## src/rtl/pp_accum_mult_pkg.sv

```systemverilog
// Shared definitions for the sequential shift-accumulate multipliers.
// Provides the FSM state type, the supported operand-width range and a
// helper that sizes the step counter.
package pp_accum_mult_pkg;

  typedef enum logic [1:0] {
    S_IDLE = 2'd0,
    S_RUN  = 2'd1,
    S_DONE = 2'd2
  } state_t;

  localparam int unsigned WIDTH_MIN = 2;
  localparam int unsigned WIDTH_MAX = 32;

  // Step counter width: $clog2(w), never narrower than one bit.
  function automatic int unsigned cnt_bits(input int unsigned w);
    return (w <= 2) ? 1 : $clog2(w);
  endfunction

endpackage

```

## src/rtl/pp_row.sv

```systemverilog
// Single partial-product row: WIDTH two-input AND gates gating the
// multiplicand with one multiplier bit.
// Ports:
//   mcand   in  WIDTH  multiplicand
//   bit_sel in  1      selected multiplier bit
//   pp      out WIDTH  mcand & {WIDTH{bit_sel}}
module pp_row #(
  parameter int unsigned WIDTH = 8
) (
  input  logic [WIDTH-1:0] mcand,
  input  logic             bit_sel,
  output logic [WIDTH-1:0] pp
);

  assign pp = mcand & {WIDTH{bit_sel}};

endmodule

```

## src/rtl/pp_accum_mult.sv

```systemverilog
// Sequential unsigned multiplier: one partial-product row per clock is
// shifted into place and added to a 2*WIDTH accumulator. Valid/ready
// handshakes on both sides; a single operation is in flight at a time.
// Ports:
//   clk       in  1        clock, rising edge
//   rst_n     in  1        synchronous active-low reset
//   in_valid  in  1        operands a/b valid
//   in_ready  out 1        ready to accept operands (IDLE)
//   a         in  WIDTH    multiplicand, unsigned
//   b         in  WIDTH    multiplier, unsigned
//   out_valid out 1        product p valid (DONE)
//   out_ready in  1        consumer accepts p
//   p         out 2*WIDTH  product a*b, held until the next result
//   busy      out 1        high in RUN or DONE
module pp_accum_mult
  import pp_accum_mult_pkg::*;
#(
  parameter int unsigned WIDTH = 8
) (
  input  logic               clk,
  input  logic               rst_n,
  input  logic               in_valid,
  output logic               in_ready,
  input  logic [WIDTH-1:0]   a,
  input  logic [WIDTH-1:0]   b,
  output logic               out_valid,
  input  logic               out_ready,
  output logic [2*WIDTH-1:0] p,
  output logic               busy
);

  localparam int unsigned CW = cnt_bits(WIDTH);
  localparam int unsigned PW = 2 * WIDTH;
  localparam logic [CW-1:0] LAST_STEP = CW'(WIDTH - 1);

  state_t          state;
  logic [WIDTH-1:0] mcand;
  logic [WIDTH-1:0] mplier;
  logic [PW-1:0]    acc;
  logic [CW-1:0]    cnt;
  logic [WIDTH-1:0] pp;
  logic [PW-1:0]    acc_next;

  pp_row #(.WIDTH(WIDTH)) u_row (
    .mcand   (mcand),
    .bit_sel (mplier[cnt]),
    .pp      (pp)
  );

  always_comb begin
    acc_next = acc + (PW'(pp) << cnt);
  end

  // Handshake flags are registered alongside the state so that each one
  // changes on exactly the edge that moves the FSM.
  always_ff @(posedge clk) begin
    if (!rst_n) begin
      state     <= S_IDLE;
      in_ready  <= 1'b1;
      out_valid <= 1'b0;
      busy      <= 1'b0;
      p         <= '0;
      acc       <= '0;
      cnt       <= '0;
      mcand     <= '0;
      mplier    <= '0;
    end else begin
      case (state)
        S_IDLE: begin
          if (in_valid) begin
            mcand    <= a;
            mplier   <= b;
            acc      <= '0;
            cnt      <= '0;
            state    <= S_RUN;
            in_ready <= 1'b0;
            busy     <= 1'b1;
          end
        end
        S_RUN: begin
          acc <= acc_next;
          if (cnt == LAST_STEP) begin
            // Final row folds straight into p so DONE presents it at once.
            p         <= acc_next;
            cnt       <= '0;
            state     <= S_DONE;
            out_valid <= 1'b1;
          end else begin
            cnt <= cnt + CW'(1);
          end
        end
        S_DONE: begin
          if (out_ready) begin
            state     <= S_IDLE;
            out_valid <= 1'b0;
            busy      <= 1'b0;
            in_ready  <= 1'b1;
          end
        end
        default: begin
          state     <= S_IDLE;
          in_ready  <= 1'b1;
          out_valid <= 1'b0;
          busy      <= 1'b0;
        end
      endcase
    end
  end

endmodule

```

## config.mk

```make
export PLATFORM = sky130hd
export DESIGN_NAME = pp_accum_mult
export DESIGN_NICKNAME = d
export VERILOG_FILES = /design/src/rtl/pp_accum_mult_pkg.sv /design/src/rtl/pp_row.sv /design/src/rtl/pp_accum_mult.sv
export SDC_FILE = /design/constraint.sdc
export NUM_CORES = 1
export LEC_CHECK = 0
export CORE_MARGIN = 2
export CORE_UTILIZATION = 60
export DETAILED_ROUTE_END_ITERATION = 7
export HOLD_SLACK_MARGIN = 0.12
export PLACE_DENSITY_LB_ADDON = 0.1
export SYNTH_ARGS = -nofsm -noshare
export SYNTH_HDL_FRONTEND = slang
export SYNTH_HIERARCHICAL = 1
export SYNTH_SLANG_ARGS = --single-unit
```

## constraint.sdc

```tcl
create_clock -name clk -period 6.51 [get_ports clk]
set_input_delay 1.302 -clock clk [delete_from_list [all_inputs] [get_ports clk]]
set_output_delay 1.302 -clock clk [all_outputs]
set_load 0.005 [all_outputs]
```

==> impl.org, run 1 <==
** Synthesis
- In the post-synthesis netlist, the biggest area contributors are sky130_fd_sc_hd__dfxtp_1, sky130_fd_sc_hd__nand2_1, sky130_fd_sc_hd__a21boi_0.
- Synthesis produced a netlist with a net count of 431.
- The biggest area contributor in the post-synthesis netlist is sky130_fd_sc_hd__dfxtp_1.
- Averaged over all synthesized cells, the footprint is 8.18 µm².
- Post-synthesis mux area share :: 5.99%
- After synthesis the netlist holds a flip-flop and latch count of 56.
- Share of synthesized cell area in and, or, nand and nor gates :: 21.9%
- The cell count after synthesis came out at 393.
- Dominant combinational cell family by area after synthesis :: compound AO/OA/AOI/OAI gates
- The synthesized netlist contains 49 unique library cells.
- Sequential area share after synthesis :: 34.9%
- Counting flops with an async set or reset pin after synthesis yields a share of 0%.
- The Yosys step of the flow raised 6 warnings.
- Parity-gate share of the synthesized area counting xor and xnor cells :: 3.54%
- The synthesized netlist devotes 22.9% of its cell area to compound gates.
- The synthesized netlist devotes 7.24% of its cell area to adder and majority cells.
- Proportion of netlist area held by the largest area contributor :: 34.9%
- Most common flop cell mapped by yosys :: sky130_fd_sc_hd__dfxtp_1
- EDFF count, synth :: 0
- Post-synth design cell area :: 0.00322 mm²

** CTS
- CTS HTree Levels :: 2
- Clock latency on the worst-skew pair :: 0.32 ns
- Buffers inserted during clock tree synthesis total 5.
- CTS Sinks :: 56
- The cell sitting at the root of the clock tree is a sky130_fd_sc_hd__clkbuf_8.
- Clock transition at the register clock pins on the worst setup and hold paths after CTS :: 0.11 ns
- Post-CTS repair changed the size of 0 cells.
- TritonCTS built the clock tree.
- Counting along the longest clock path gives a buffer depth of 2.
- Post-CTS Setup Bufs :: 0
- Number of hold buffers added after cts :: 0

** Detailed routing
- Summed over all layers, the routed wires come to 7.54 mm.
- In this run the remaining antenna-violating nets after routing total 0.
- The first routing iteration left 177 violations.
- For this run, design rule violations remaining after detail routing come to 0.
- Via count :: 2829
- Number of search-and-repair iterations in the first detailed-routing pass :: 4
- Average vias per placed instance :: 5.80
- Dividing the detail-routed wire length by the instance count gives 15.4 µm.

** Die
- Row Count :: 26
- Area of the core region :: 0.00514 mm²
- The floorplan step defined a die boundary enclosing 0.00596 mm².
- Count of boundary I/O pins :: 39
- Starting utilization of the core area :: 62.6%
- Die Wd :: 77.2 µm
- In this run the vertical extent of the chip is 77.2 µm.

** Critical path
- Critical path required time :: 6.73 ns
- Worst path max stage delay :: 0.79 ns
- Category of the critical setup timing path :: reg2reg
- Worst Path Max Fanout :: 19
- Critical Path AT :: 4.45 ns
- Element type at the critical path end :: flip-flop
- Among the stages of the critical path, the cell type that occurs most often is sky130_fd_sc_hd__mux2_2.
- STA classifies the critical path startpoint as a flip-flop.
- Cell-by-cell trace of the critical path :: mux4_2, mux2_2, and2_1, mux2i_1, mux2_2, o22ai_1, ha_1, a21o_1, a31o_1, o21ai_4, a21oi_2, or3_1, a32o_1
- Slowest cell on the critical path :: sky130_fd_sc_hd__dfxtp_1

** Global route
- Entering global routing, the biggest net connects 57 pins.
- Gr ovfl total :: 0
- GR Util All Layers :: 26.2%
- The number of antenna violations at the first check in global routing came to 0.
- Via count of the first global-routing pass :: 2651
- Global-route wire length before repair :: 12.7 mm

** Timing
- Worst Slack Setup Final :: 2.28 ns
- Setup repair after global routing left no endpoint under its margin.
- Worst rel slew slack :: 28.8%
- Post-route fraction of the period consumed by the critical path :: 64.9%
- Final-report setup violation count :: 0
- The final hold violation count came to 0.
- For this run, the top clock speed supported by timing is 237 MHz.
- The number of pins with negative max-slew slack in the final report came to 0.
- Actual transition at the worst max-transition pin :: 1.07 ns
- On the final layout, the worst clock skew is 0.0105 ns.
- The clock period could shrink to 4.23 ns.
- In the final timing run, aggregate negative setup slack is 0 ns.

** Placed design
- RD Place Congestion :: 0.875
- Cell count after placement :: 480
- Detailed placement ended at an HPWL of 5.33 mm.
- Buffers placed on the I/O ports in this run total 38.
- Pre-CTS setup slack :: 2.34 ns

** Pwr
- For this design the static power due to leakage is 1.39 nW.
- VDD sags by at most 140 µV.
- Dividing total power by cell area gives a power density of 169 mW/mm².
- Total power consumption of the routed design :: 0.000628 W

** Finish
- After the last flow step, the layout net total stands at 455.
- Finished Layout Cells :: 488
- After filler insertion, the fill cell instance count of the layout stands at 463.
- Final antenna diode count :: 0
- Relative area change from synthesis to final layout :: 15.3%
- Fraction of final layout cells sized beyond drive strength 1 :: 5.02%

** Worst hold path
- The tightest min-delay check is of the reg2reg type.

** Job
- Max-cap check violation count :: 0

** Status
- Status :: finished clean
## path summary, 6_finish.rpt
kind	start	end	slack (ns)	depth (start not counted)
max	cnt[0]	acc[11]	2.28	13
min	p[15]	p[15]	0.46	2
max reg2reg	cnt[0]	acc[11]	2.28	13
min reg2reg	p[15]	p[15]	0.46	2
## cells in the mapped netlist, types with 5 or more instances
library cell,number
sky130_fd_sc_hd__a21o_1,6
sky130_fd_sc_hd__o21ai_0,14
sky130_fd_sc_hd__nand3_1,13
sky130_fd_sc_hd__ha_1,17
sky130_fd_sc_hd__a21boi_0,33
sky130_fd_sc_hd__nor2_1,14
sky130_fd_sc_hd__a21oi_1,15
sky130_fd_sc_hd__xnor2_1,11
sky130_fd_sc_hd__nand2_1,83
sky130_fd_sc_hd__dfxtp_1,56
sky130_fd_sc_hd__nor2b_1,5
sky130_fd_sc_hd__inv_1,6
sky130_fd_sc_hd__o21ai_1,5
sky130_fd_sc_hd__mux2_2,6
sky130_fd_sc_hd__mux2i_1,8
sky130_fd_sc_hd__clkbuf_1,22
sky130_fd_sc_hd__and2_1,15
## cell usage in the layout (no fill, tap or decap), drive strengths merged, types with 4 or more instances in the layout
master and count:
mux2i 8, nor3 4, a21o 6, nor2b 5, xnor2 11, dfxtp 56
ha 17, a22o 4, a21boi 35, nor2 14, clkdlybuf4s50 38, o21ai 20
mux2 6, nand2b 4, o21bai 4, clkbuf 7, a21oi 16, o22ai 4
and2 15, nand3 13, nand2 83, o211ai 4, inv 6, and3 4
## layout make-up
class / instances / area [µm²] / share of cell area [%]
Multi-Input combinational cell: 307 / 1980 / 53.4
Sequential cell: 56 / 1120 / 30.2
Timing Repair Buffer: 41 / 403 / 10.9
Tap cell: 70 / 87.6 / 2.36
Clock buffer: 7 / 86.3 / 2.33
Inverter: 6 / 22.5 / 0.607
Clock inverter: 1 / 7.51 / 0.202
## power breakdown
| group | switching [W] | internal [W] | leakage, nW |
|---|---|---|---|
| sequential | 0.00000877 | 0.000351 | 0.455 |
| clock | 0.000116 | 0.0000868 | 0.0445 |
| combinational | 0.0000338 | 0.0000313 | 0.893 |
| total | 0.000158 | 0.000469 | 1.39 |
## cell families after synthesis
| group | count (synthesis) |
|---|---|
| simple gates | 154 |
| compound gates | 106 |
| flops | 56 |
| buf+inv | 30 |
| fa+ha+maj | 18 |
| mux | 16 |
| xor+xnor | 13 |
## sequential cells by signal, indices dropped and copies added, names as in the netlist
name and cells:
p 16, mplier 8, cnt 3, in_ready 1, out_valid 1, mcand 8
busy 1, state 2, acc 16
## through the flow
step                cell area (µm²)  util [%]  hold slack (ns)
CTS                            3710      72.2            0.464
floorplan                      3220         -            0.430
global route                   3710      72.2            0.476
global placement               3610      70.3            0.439
finish                         3710      72.2            0.463
detailed placement             3610      70.3            0.449
## worst max-delay path, delay by kind of cell (launching register included)
kind            cells  cell delay (ns)
flops               1             0.79
fa+ha+maj           1             0.38
mux                 4             1.27
simple gates        2             0.57
compound gates      6             1.14
## metal layers
layer  vias up  wire (µm)  global-route usage, %
met5         -          0                      0
met4         0        128                   7.32
met3        10        436                   4.24
met2        81       3300                   40.0
met1      1317       3670                   38.1
li1       1421          -                      -
Power figures use the tool's default switching activity.
==> run 2, diff against run 1 <==
Settings changed: CORE_UTILIZATION 60 to 50.
Clock period 6.51 ns to 3.4 ns, I/O delays scaled along.
==> run 2 against run 1 <==
  * The run now ends with negative setup slack left
  * Final cell count up 10%
  * Clock power up 85%
  * Wire length up 8.0%
  * Via count up 5.5%
  * Core utilization down 2.7 points
  * Sequential power up 90%
  * Critical path depth unchanged
==> impl.org, run 2 (synthesis results as in run 1) <==
** Status
- Status :: complete, but fails checks
- Violated checks :: negative setup slack

** Timing
- RSZ-0062 raised after global routing :: true
- The number of pins with negative max-slew slack in the final report was 0 (unchanged).
- The worst relative slew slack came to 64.1% (+35 points).
- Post-layout minimum cycle time :: 3.47 ns (-0.759 ns)
- The final worst setup slack was -0.0671 ns (-2.35 ns).
- Post-route fraction of the period consumed by the critical path :: 102% (+37 points)
- Final hold vios :: 0 (unchanged)
- TNS Setup :: -0.237 ns (-0.237 ns)
- Fin Clk Skew :: 0.0207 ns (+0.0101 ns)
- Actual transition at the worst max-transition pin :: 0.538 ns (-0.528 ns)
- Fmax :: 288 MHz (+22%)
- The number of failing setup endpoints in the final timing report came to 7 (+7).

** Worst hold path
- Endpoint, Worst Hold :: p[12]
- In this run the worst hold path is classified as reg2reg.
- Hold wc startpoint :: p[12]
- The worst hold path cell count is 2 (unchanged).

** Pwr
- The maximum VDD drop came to 189 µV (+35%).
- The power density relative to cell area came to 280 mW/mm² (+65%).
- The leakage power total is 1.68 nW (+21%).

** CTS
- The register clock-pin slew on the reported worst setup and hold paths was 0.11 ns (about the same).
- The sink count of the clock tree is 56 (unchanged).
- TritonCTS clock tree :: yes
- Number of hold buffers added after cts :: 0 (unchanged)
- The maximum count of clock buffers along a single path is 2 (unchanged).
- The total clock buffers created by CTS was 5 (unchanged).
- The tree is rooted in a sky130_fd_sc_hd__clkbuf_8.
- Clock latency on the worst-skew pair :: 0.32 ns (about the same)
- The maximum level of the CTS H-tree came to 2 (unchanged).

** Critical path
- The biggest fanout along the worst timing path came to 8 (-11).
- The register-to-register setup slack came to -0.07 ns (-2.35 ns).
- Critical Path Source Type :: flip-flop
- Capture point of the worst reg-to-reg path :: acc[11]
- The critical path required time is 3.62 ns (-3.11 ns).
- The arrival time reported for the critical path endpoint is 3.69 ns (-0.76 ns).
- Worst reg-to-reg path cell count :: 13 (unchanged)
- Launching point of the worst reg2reg path :: cnt[0]
- The setup path with the least slack is of type reg2reg.
- Element type at the critical path end :: flip-flop

** Finish
- The largest registers in the layout are acc (16), p (16).
- # nets final :: 497 (+9.2%)
- Top library cells by usage in the layout, fill and taps aside :: sky130_fd_sc_hd__nand2_1, sky130_fd_sc_hd__dfxtp_1, sky130_fd_sc_hd__buf_4
- Commonest non-fill, non-tap cell in the layout :: sky130_fd_sc_hd__nand2_1
- Final antenna diode count :: 0 (unchanged)
- Relative area change from synthesis to final layout :: 35.6%
- Area of all placed cells without fillers :: 0.00436 mm² (+18%)
- The fraction of final layout cells with drive strength greater than 1 is 23.5% (+18 points).
- The final standard cell utilization of the core came to 69.5% (-2.7 points).

** Global route
- The largest net degree at the start of global routing came to 31 (-46%).
- The overflow left after global routing came to 0 (unchanged).
- The number of antenna violations at the first check in global routing was 0 (unchanged).
- Via count of the first global-routing pass :: 2760 (+4.1%)
- Global-route wire length before repair :: 13.2 mm (+3.7%)
- GR Util All Layers :: 22.7% (-3.5 points)

** Detailed routing
- The average routed wire per standard cell was 15.2 µm (-1.8%).
- Via count :: 2985 (+5.5%)
- Number of nets still failing antenna checks after routing :: 0 (unchanged)
- The final routed DRC violation total is 0 (unchanged).
- The length of the first detailed-routing pass in iterations came to 4 (unchanged).
- The via count normalized by instance count is 5.56 (-4.1%).
- The DRC marker count from the first detailed-route iteration is 202 (+14%).
- The routed wire length came to 8.14 mm (+8.0%).

** Job
- Max-cap check violation count :: 0 (unchanged)

** Placed design
- HPWL after DPL :: 5.56 mm (+4.3%)
- Buffers on Ports :: 38 (unchanged)
- The routability congestion estimate from global placement is 0.888 (+1.5%).
- The placed instance area came to 0.00385 mm² (+6.6%).

** Die
- DIE AREA :: 0.00709 mm² (+19%)
- The floorplan die width was 84.2 µm (+9.1%).
- Height of the chip :: 84.2 µm (+9.1%)
- Row Count :: 29 (+12%)
- Count of boundary I/O pins :: 39 (unchanged)
- Starting utilization of the core area :: 51.2% (-11 points)
- Area of the core region :: 0.00628 mm² (+22%)
==> run 2: critical path, cell delays in order, from the launching register on <==
cell and delay, ns:
sky130_fd_sc_hd__dfxtp_4 0.38, sky130_fd_sc_hd__mux4_2 0.48, sky130_fd_sc_hd__mux2_4 0.32, sky130_fd_sc_hd__and2_4 0.16, sky130_fd_sc_hd__mux2i_2 0.19, sky130_fd_sc_hd__mux2_4 0.22, sky130_fd_sc_hd__o22ai_4 0.08, sky130_fd_sc_hd__ha_4 0.23
sky130_fd_sc_hd__a21o_1 0.18, sky130_fd_sc_hd__a31o_1 0.24, sky130_fd_sc_hd__o21ai_4 0.18, sky130_fd_sc_hd__a21oi_2 0.08, sky130_fd_sc_hd__or3_1 0.37, sky130_fd_sc_hd__a32o_1 0.26
==> run 2: repair_timing <==
item	in CTS	in global routing
endpoints found under the hold margin	0	0
setup endpoints to repair	17	20
setup buffers	7	6
pin swaps	16	15
resized for setup	19	53
==> run 2: final cells by class <==
type	count	area, µm²
Clock buffer	6	72.6
Timing Repair Buffer	83	722
Multi-Input combinational cell	307	2310
Clock inverter	2	13.8
Tap cell	77	96.3
Sequential cell	56	1120
Fill cell	516	1920
Inverter	6	22.5
==> run 2: worst max-delay path by stage <==
| stage | slack [ns] | from | end | cells after the start |
|---|---|---|---|---|
| floorplan | -0.04 | cnt[0] | acc[11] | 14 |
| global placement | -0.06 | cnt[0] | acc[11] | 13 |
| detailed placement | -0.11 | cnt[0] | p[14] | 13 |
| CTS | -0.04 | cnt[0] | acc[11] | 13 |
| global route | -0.16 | cnt[0] | p[14] | 15 |
| finish | -0.07 | cnt[0] | acc[11] | 13 |
==> run 2: power by group <==
group	internal (W)	switching, W
Combinational	0.0000803	0.0000811
Clock	0.000148	0.000227
Sequential	0.000673	0.0000115
Total	0.000901	0.000320
==> run 2: metal layers <==
| layer | wire (µm) | part of all wire, % | GRT usage [%] |
|---|---|---|---|
| met5 | 0 | 0 | 0 |
| met4 | 80 | 0.98 | 5.87 |
| met3 | 350 | 4.3 | 3.54 |
| met2 | 3660 | 45 | 36.4 |
| met1 | 4050 | 50 | 32.0 |
==> run 2: per-stage QoR <==
step | instances | total power, W | hold slack, ns | setup WS [ns]
6_report | 537 | 0.00122 | 0.456 | -0.0671
5_1_grt | 537 | 0.00127 | 0.479 | -0.164
4_1_cts | 531 | 0.00122 | 0.459 | -0.0428
3_5_place_dp | 516 | 0.000843 | 0.443 | -0.107
3_3_place_gp | 516 | 0.000841 | 0.437 | -0.0559
2_1_floorplan | 393 | 0.000785 | 0.430 | -0.0407
==> RTL edit 1: new RTL, config.mk and constraints of run 1 <==
`WIDTH` is set to 8 in 2 places; all go to 6.
--- a/src/rtl/pp_row.sv
+++ b/src/rtl/pp_row.sv
@@ -6,5 +6,5 @@
 //   pp      out WIDTH  mcand & {WIDTH{bit_sel}}
 module pp_row #(
-  parameter int unsigned WIDTH = 8
+  parameter int unsigned WIDTH = 6
 ) (
   input  logic [WIDTH-1:0] mcand,
--- a/src/rtl/pp_accum_mult.sv
+++ b/src/rtl/pp_accum_mult.sv
@@ -16,5 +16,5 @@
   import pp_accum_mult_pkg::*;
 #(
-  parameter int unsigned WIDTH = 8
+  parameter int unsigned WIDTH = 6
 ) (
   input  logic               clk,
Interface: changed (resized a, b and p); port bits go from 39 to 31. No check against the original RTL was run, so the function may have changed too.
==> RTL edit 1 against run 1 <==
- wire length shrank 25%
- power is 14% lower
- synthesized cell count is 20% lower
- sequential share of layout area decreased by 0.55 points
- sequential cell count fell by 12
- setup slack better by 0.25 ns
- area after synthesis down 21%
- final area shrank 20%
- highest routed layer unchanged
==> RTL edit 1: results (changes against run 1) <==
\begin{tabular}{lr}
\hline
Metric & Value \\
\hline
\multicolumn{2}{l}{\textbf{Run status}} \\
Run status & complete, no violations \\
\multicolumn{2}{l}{\textbf{Cells and area}} \\
Largest regs & acc (12), p (12) \\
Final layout net count & 366 (-20\%) \\
\multicolumn{2}{l}{\textbf{Drt}} \\
Routed vias/inst & 5.93 (+2.3\%) \\
DRT iter0 DRCs & 154 (-13\%) \\
Sum of routed wire length over all layers & 5620 um (-25\%) \\
\multicolumn{2}{l}{\textbf{Synth}} \\
Syn Nets & 343 (-20\%) \\
Top cells by count, synth & sky130\_fd\_sc\_hd\_\_nand2\_1 (50), sky130\_fd\_sc\_hd\_\_dfxtp\_1 (44), sky130\_fd\_sc\_hd\_\_nand3\_1 (23) \\
Count of cell types in the netlist & 44 (-10\%) \\
Part of the Yosys area used for sequential elements & 34.6\% (-0.30 points) \\
Top cells by area, synth & sky130\_fd\_sc\_hd\_\_dfxtp\_1 (35\%), sky130\_fd\_sc\_hd\_\_nand2\_1 (7.4\%), sky130\_fd\_sc\_hd\_\_a21boi\_0 (6.2\%), sky130\_fd\_sc\_hd\_\_ha\_1 (5.4\%), sky130\_fd\_sc\_hd\_\_nand3\_1 (4.5\%) \\
\multicolumn{2}{l}{\textbf{Power and ir drop}} \\
Final total power & 541 uW (-14\%) \\
Worst-case vdd ir drop & 0.172 mV (+23\%) \\
Static leakage & 0.00115 uW (-17\%) \\
\multicolumn{2}{l}{\textbf{Setup path}} \\
Delay-heaviest family, CP & compound AO/OA/AOI/OAI gates \\
Top fanout value on the critical path & 22 (+3) \\
Terminus of the critical flop-to-flop path & acc[10]\$\_SDFFE\_PN0P\_ \\
Flop2flop setup slack & 2.53 ns (+0.25 ns) \\
\multicolumn{2}{l}{\textbf{Hold path}} \\
Launch instance of the worst min-delay path & p[3]\$\_SDFFE\_PN0P\_ \\
Worst Hold Path EP & p[3]\$\_SDFFE\_PN0P\_ \\
\multicolumn{2}{l}{\textbf{Place}} \\
Placer Congestion & 0.877 (+0.19\%) \\
Placed wire-length estimate & 3920 um (-27\%) \\
Buffers on Ports & 30 (-21\%) \\
\multicolumn{2}{l}{\textbf{Global route}} \\
Largest net degree at the start of global routing & 56 (-1.8\%) \\
Vias in the first global route & 2095 (-21\%) \\
Global-route wire length before repair & 9550 um (-25\%) \\
\multicolumn{2}{l}{\textbf{Clock network}} \\
Insertion delay to the later sink of the worst-skew pair & 0.30 ns (-0.02 ns) \\
Clock transition time at the flip-flop clock pins of the worst setup and hold paths & 0.09 ns (-0.02 ns) \\
\multicolumn{2}{l}{\textbf{STA}} \\
Rel. slew slack & 16.4\% (-12 points) \\
\hline
\end{tabular}
==> RTL edit 1: cell count changes after synthesis, moves of 5 or more <==
cell,delta
sky130_fd_sc_hd__nand2_1,-33
sky130_fd_sc_hd__ha_1,-6
sky130_fd_sc_hd__xnor2_1,-9
sky130_fd_sc_hd__a21oi_1,-6
sky130_fd_sc_hd__a21boi_0,-12
sky130_fd_sc_hd__nand3_1,+10
sky130_fd_sc_hd__clkbuf_1,-11
sky130_fd_sc_hd__o21a_1,+5
sky130_fd_sc_hd__dfxtp_1,-12
==> RTL edit 1: through the flow <==
stage | cell area, um^2 | std cells | util, % | setup slack (ns)
after detailed placement | 2860 | 381 | 70.5 | 2.63
after global routing | 2970 | 389 | 73.1 | 2.21
after CTS | 2970 | 389 | 73.1 | 2.55
final | 2970 | 389 | 73.1 | 2.53
after global placement | 2860 | 381 | 70.5 | 2.79
after floorplan | 2550 | 315 | - | 3.27
==> RTL edit 1: worst register-to-register path: stages, from the launching register on <==
cell	delay, ns
sky130_fd_sc_hd__dfxtp_1	0.79
sky130_fd_sc_hd__mux4_2	0.59
sky130_fd_sc_hd__nand2_1	0.08
sky130_fd_sc_hd__o31ai_1	0.13
sky130_fd_sc_hd__and2_1	0.21
sky130_fd_sc_hd__mux2_2	0.27
sky130_fd_sc_hd__o21ai_0	0.28
sky130_fd_sc_hd__o22ai_1	0.13
sky130_fd_sc_hd__ha_1	0.40
sky130_fd_sc_hd__o211a_1	0.18
sky130_fd_sc_hd__o31a_1	0.19
sky130_fd_sc_hd__o21ai_1	0.13
sky130_fd_sc_hd__and2_1	0.17
sky130_fd_sc_hd__o311ai_0	0.30
==> RTL edit 1: logic make-up (layout without fill, tap and decap cells) <==
kind of cell	Yosys count	count (layout)	synth area share, %
AND/OR/NAND/NOR	134	134	25.8
AO/OA/AOI/OAI	88	88	24.1
flip-flops	44	44	34.6
buffers and inverters	24	48	3.78
adder cells (fa/ha/maj)	12	12	6.19
multiplexers	10	10	4.61
XOR/XNOR	3	3	1.03
==> RTL edit 1: final cells by class <==
type	count	area [um^2]
clock inverter	2	35.0
fill	330	1090
multi-input combinational	247	1570
timing repair buffer	32	315
sequential	44	881
inverter	8	30.0
clock buffer	6	72.6
tap	50	62.6
==> RTL edit 1: per-layer routing <==
layer / up-vias / global-route usage (%) / part of all wire [%]
met1: 1064 / 33.2 / 48
met2: 60 / 38.4 / 44
li1: 1173 / - / -
met4: 0 / 7.19 / 1.9
met3: 11 / 5.23 / 5.7
met5: - / 0 / 0
==> RTL edit 1: where the power goes <==
group	leakage, uW	total, uW	switching, uW	internal, uW
clock network	0.0000552	207	93.1	114
registers	0.000357	283	7.40	276
logic	0.000737	50.8	26.3	24.4
total	0.00115	541	127	414
==> RTL edit 2: new RTL, config.mk and constraints of run 1 <==
Without the edit above. Make the reset (`rst_n`) asynchronous in one clocked block. Comments in the files are not updated.
--- a/src/rtl/pp_accum_mult.sv
+++ b/src/rtl/pp_accum_mult.sv
@@ -54,5 +54,5 @@
   // Handshake flags are registered alongside the state so that each one
   // changes on exactly the edge that moves the FSM.
-  always_ff @(posedge clk) begin
+  always_ff @(posedge clk or negedge rst_n) begin
     if (!rst_n) begin
       state     <= S_IDLE;
Formal check against the unedited RTL: differs if rst_n is asserted again (counterexample within 4 cycles, from zero or initial values and one cycle with rst_n low); with rst_n held inactive, the same outputs for 4 cycles.
==> RTL edit 2 against run 1 <==
- final cell count fell by 9.0%
- clock skew barely moved
- wire length fell by 6.4%
- sequential cell count did not move
- largest cell class unchanged
- core utilization rose by 0.83 points
- setup slack got worse by 0.044 ns
- final area rose by 2.4%
- die area rose by 2.0%
- area after synthesis rose by 2.1%
Power is left out: it rests on default switching activity, and per cell area and clock period it moved more than threefold.
==> RTL edit 2: results (changes against run 1) <==
\begin{tabular}{lr}
\hline
Metric & Value \\
\hline
\multicolumn{2}{l}{\textbf{Cells and area}} \\
Proportion of cell area occupied by registers & 36.9\% (+6.7 points) \\
Final-layout clock-cell area share & 2.80\% (+0.27 points) \\
Final layout net count & 411 (-9.7\%) \\
Data-path buffer share of cell area in the final layout & 10.3\% (-0.59 points) \\
Area of all placed cells without fillers & 3800 um\^{}2 (+2.4\%) \\
Non-filler cells in the finished layout & 444 (-9.0\%) \\
Inverters excl. clock & 9 (+3) \\
Multi-input combinational cell count & 261 (-15\%) \\
Layout cell share with drive strength beyond 1 & 11.8\% (+6.7 points) \\
\multicolumn{2}{l}{\textbf{Drt}} \\
Routed vias/inst & 5.81 (+0.16\%) \\
Wire length on met2 & 3250 um (-1.7\%) \\
Wire length on met3 & 363 um (-17\%) \\
\multicolumn{2}{l}{\textbf{Synth}} \\
Syn\_area\_per\_cell & 9.57 um\^{}2 (+17\%) \\
Share of synthesized registers carrying an async set or reset & 100\% (+100 points) \\
Part of the Yosys area used for sequential elements & 42.7\% (+7.9 points) \\
\multicolumn{2}{l}{\textbf{Setup path}} \\
Flop2flop setup slack & 2.24 ns (-0.04 ns) \\
Crit path arrival time & 4.50 ns (+0.05 ns) \\
Reg-to-reg startpoint & cnt[0]\$\_DFFE\_PN0P\_ \\
\multicolumn{2}{l}{\textbf{Global route}} \\
Global router's overall resource usage & 25.4\% (-0.80 points) \\
GRT met3 Usage & 4.53\% (+0.30 points) \\
Vias in the first global route & 2598 (-2.0\%) \\
GR Util met1 & 34.8\% (-3.3 points) \\
\multicolumn{2}{l}{\textbf{Place}} \\
Placed wire-length estimate & 4980 um (-6.6\%) \\
Dpl ws & 2.27 ns (-0.0686 ns) \\
Cell Area, Placed & 3690 um\^{}2 (+2.1\%) \\
\multicolumn{2}{l}{\textbf{Hold path}} \\
Launch instance of the worst min-delay path & p[10]\$\_DFFE\_PN0P\_ \\
\multicolumn{2}{l}{\textbf{Run status}} \\
Run status & complete, no violations \\
\multicolumn{2}{l}{\textbf{STA}} \\
Hold Worst Slack & 0.485 ns (+0.0219 ns) \\
\hline
\end{tabular}
[RTL edit 2: worst max-delay path, stage by stage (launching register included)]
cell                       delay, ns
sky130_fd_sc_hd__dfrtp_1        0.77
sky130_fd_sc_hd__mux4_2         0.59
sky130_fd_sc_hd__mux2_2         0.33
sky130_fd_sc_hd__and2_1         0.19
sky130_fd_sc_hd__mux2_2         0.28
sky130_fd_sc_hd__o21ai_0        0.25
sky130_fd_sc_hd__mux2i_1        0.13
sky130_fd_sc_hd__ha_1           0.42
sky130_fd_sc_hd__nand2_2        0.11
sky130_fd_sc_hd__or4_4          0.56
sky130_fd_sc_hd__a211oi_2       0.19
sky130_fd_sc_hd__nor3_1         0.10
sky130_fd_sc_hd__xor2_1         0.15
sky130_fd_sc_hd__o21ai_1        0.12
[RTL edit 2: cells by family after synthesis]
| group | count (synthesis) | share of synthesized area (%) |
|---|---|---|
| xor gates and xnor gates | 12 | 3.20 |
| and+or+nand+nor | 114 | 16.6 |
| buffers and inverters | 26 | 3.16 |
| adders and majority gates | 18 | 7.09 |
| DFF | 56 | 42.7 |
| muxes | 34 | 12.0 |
| AOI/OAI and AO/OA | 83 | 15.1 |
[RTL edit 2: worst max path at each step]
stage	startpoint	to	cells past startpoint
6_report	cnt[0]$_DFFE_PN0P_	p[15]$_DFFE_PN0P_	13
4_1_cts	cnt[0]$_DFFE_PN0P_	p[15]$_DFFE_PN0P_	13
5_1_grt	cnt[0]$_DFFE_PN0P_	p[15]$_DFFE_PN0P_	13
3_5_place_dp	cnt[0]$_DFFE_PN0P_	p[15]$_DFFE_PN0P_	13
2_1_floorplan	cnt[0]$_DFFE_PN0P_	p[15]$_DFFE_PN0P_	14
3_3_place_gp	cnt[0]$_DFFE_PN0P_	p[15]$_DFFE_PN0P_	15
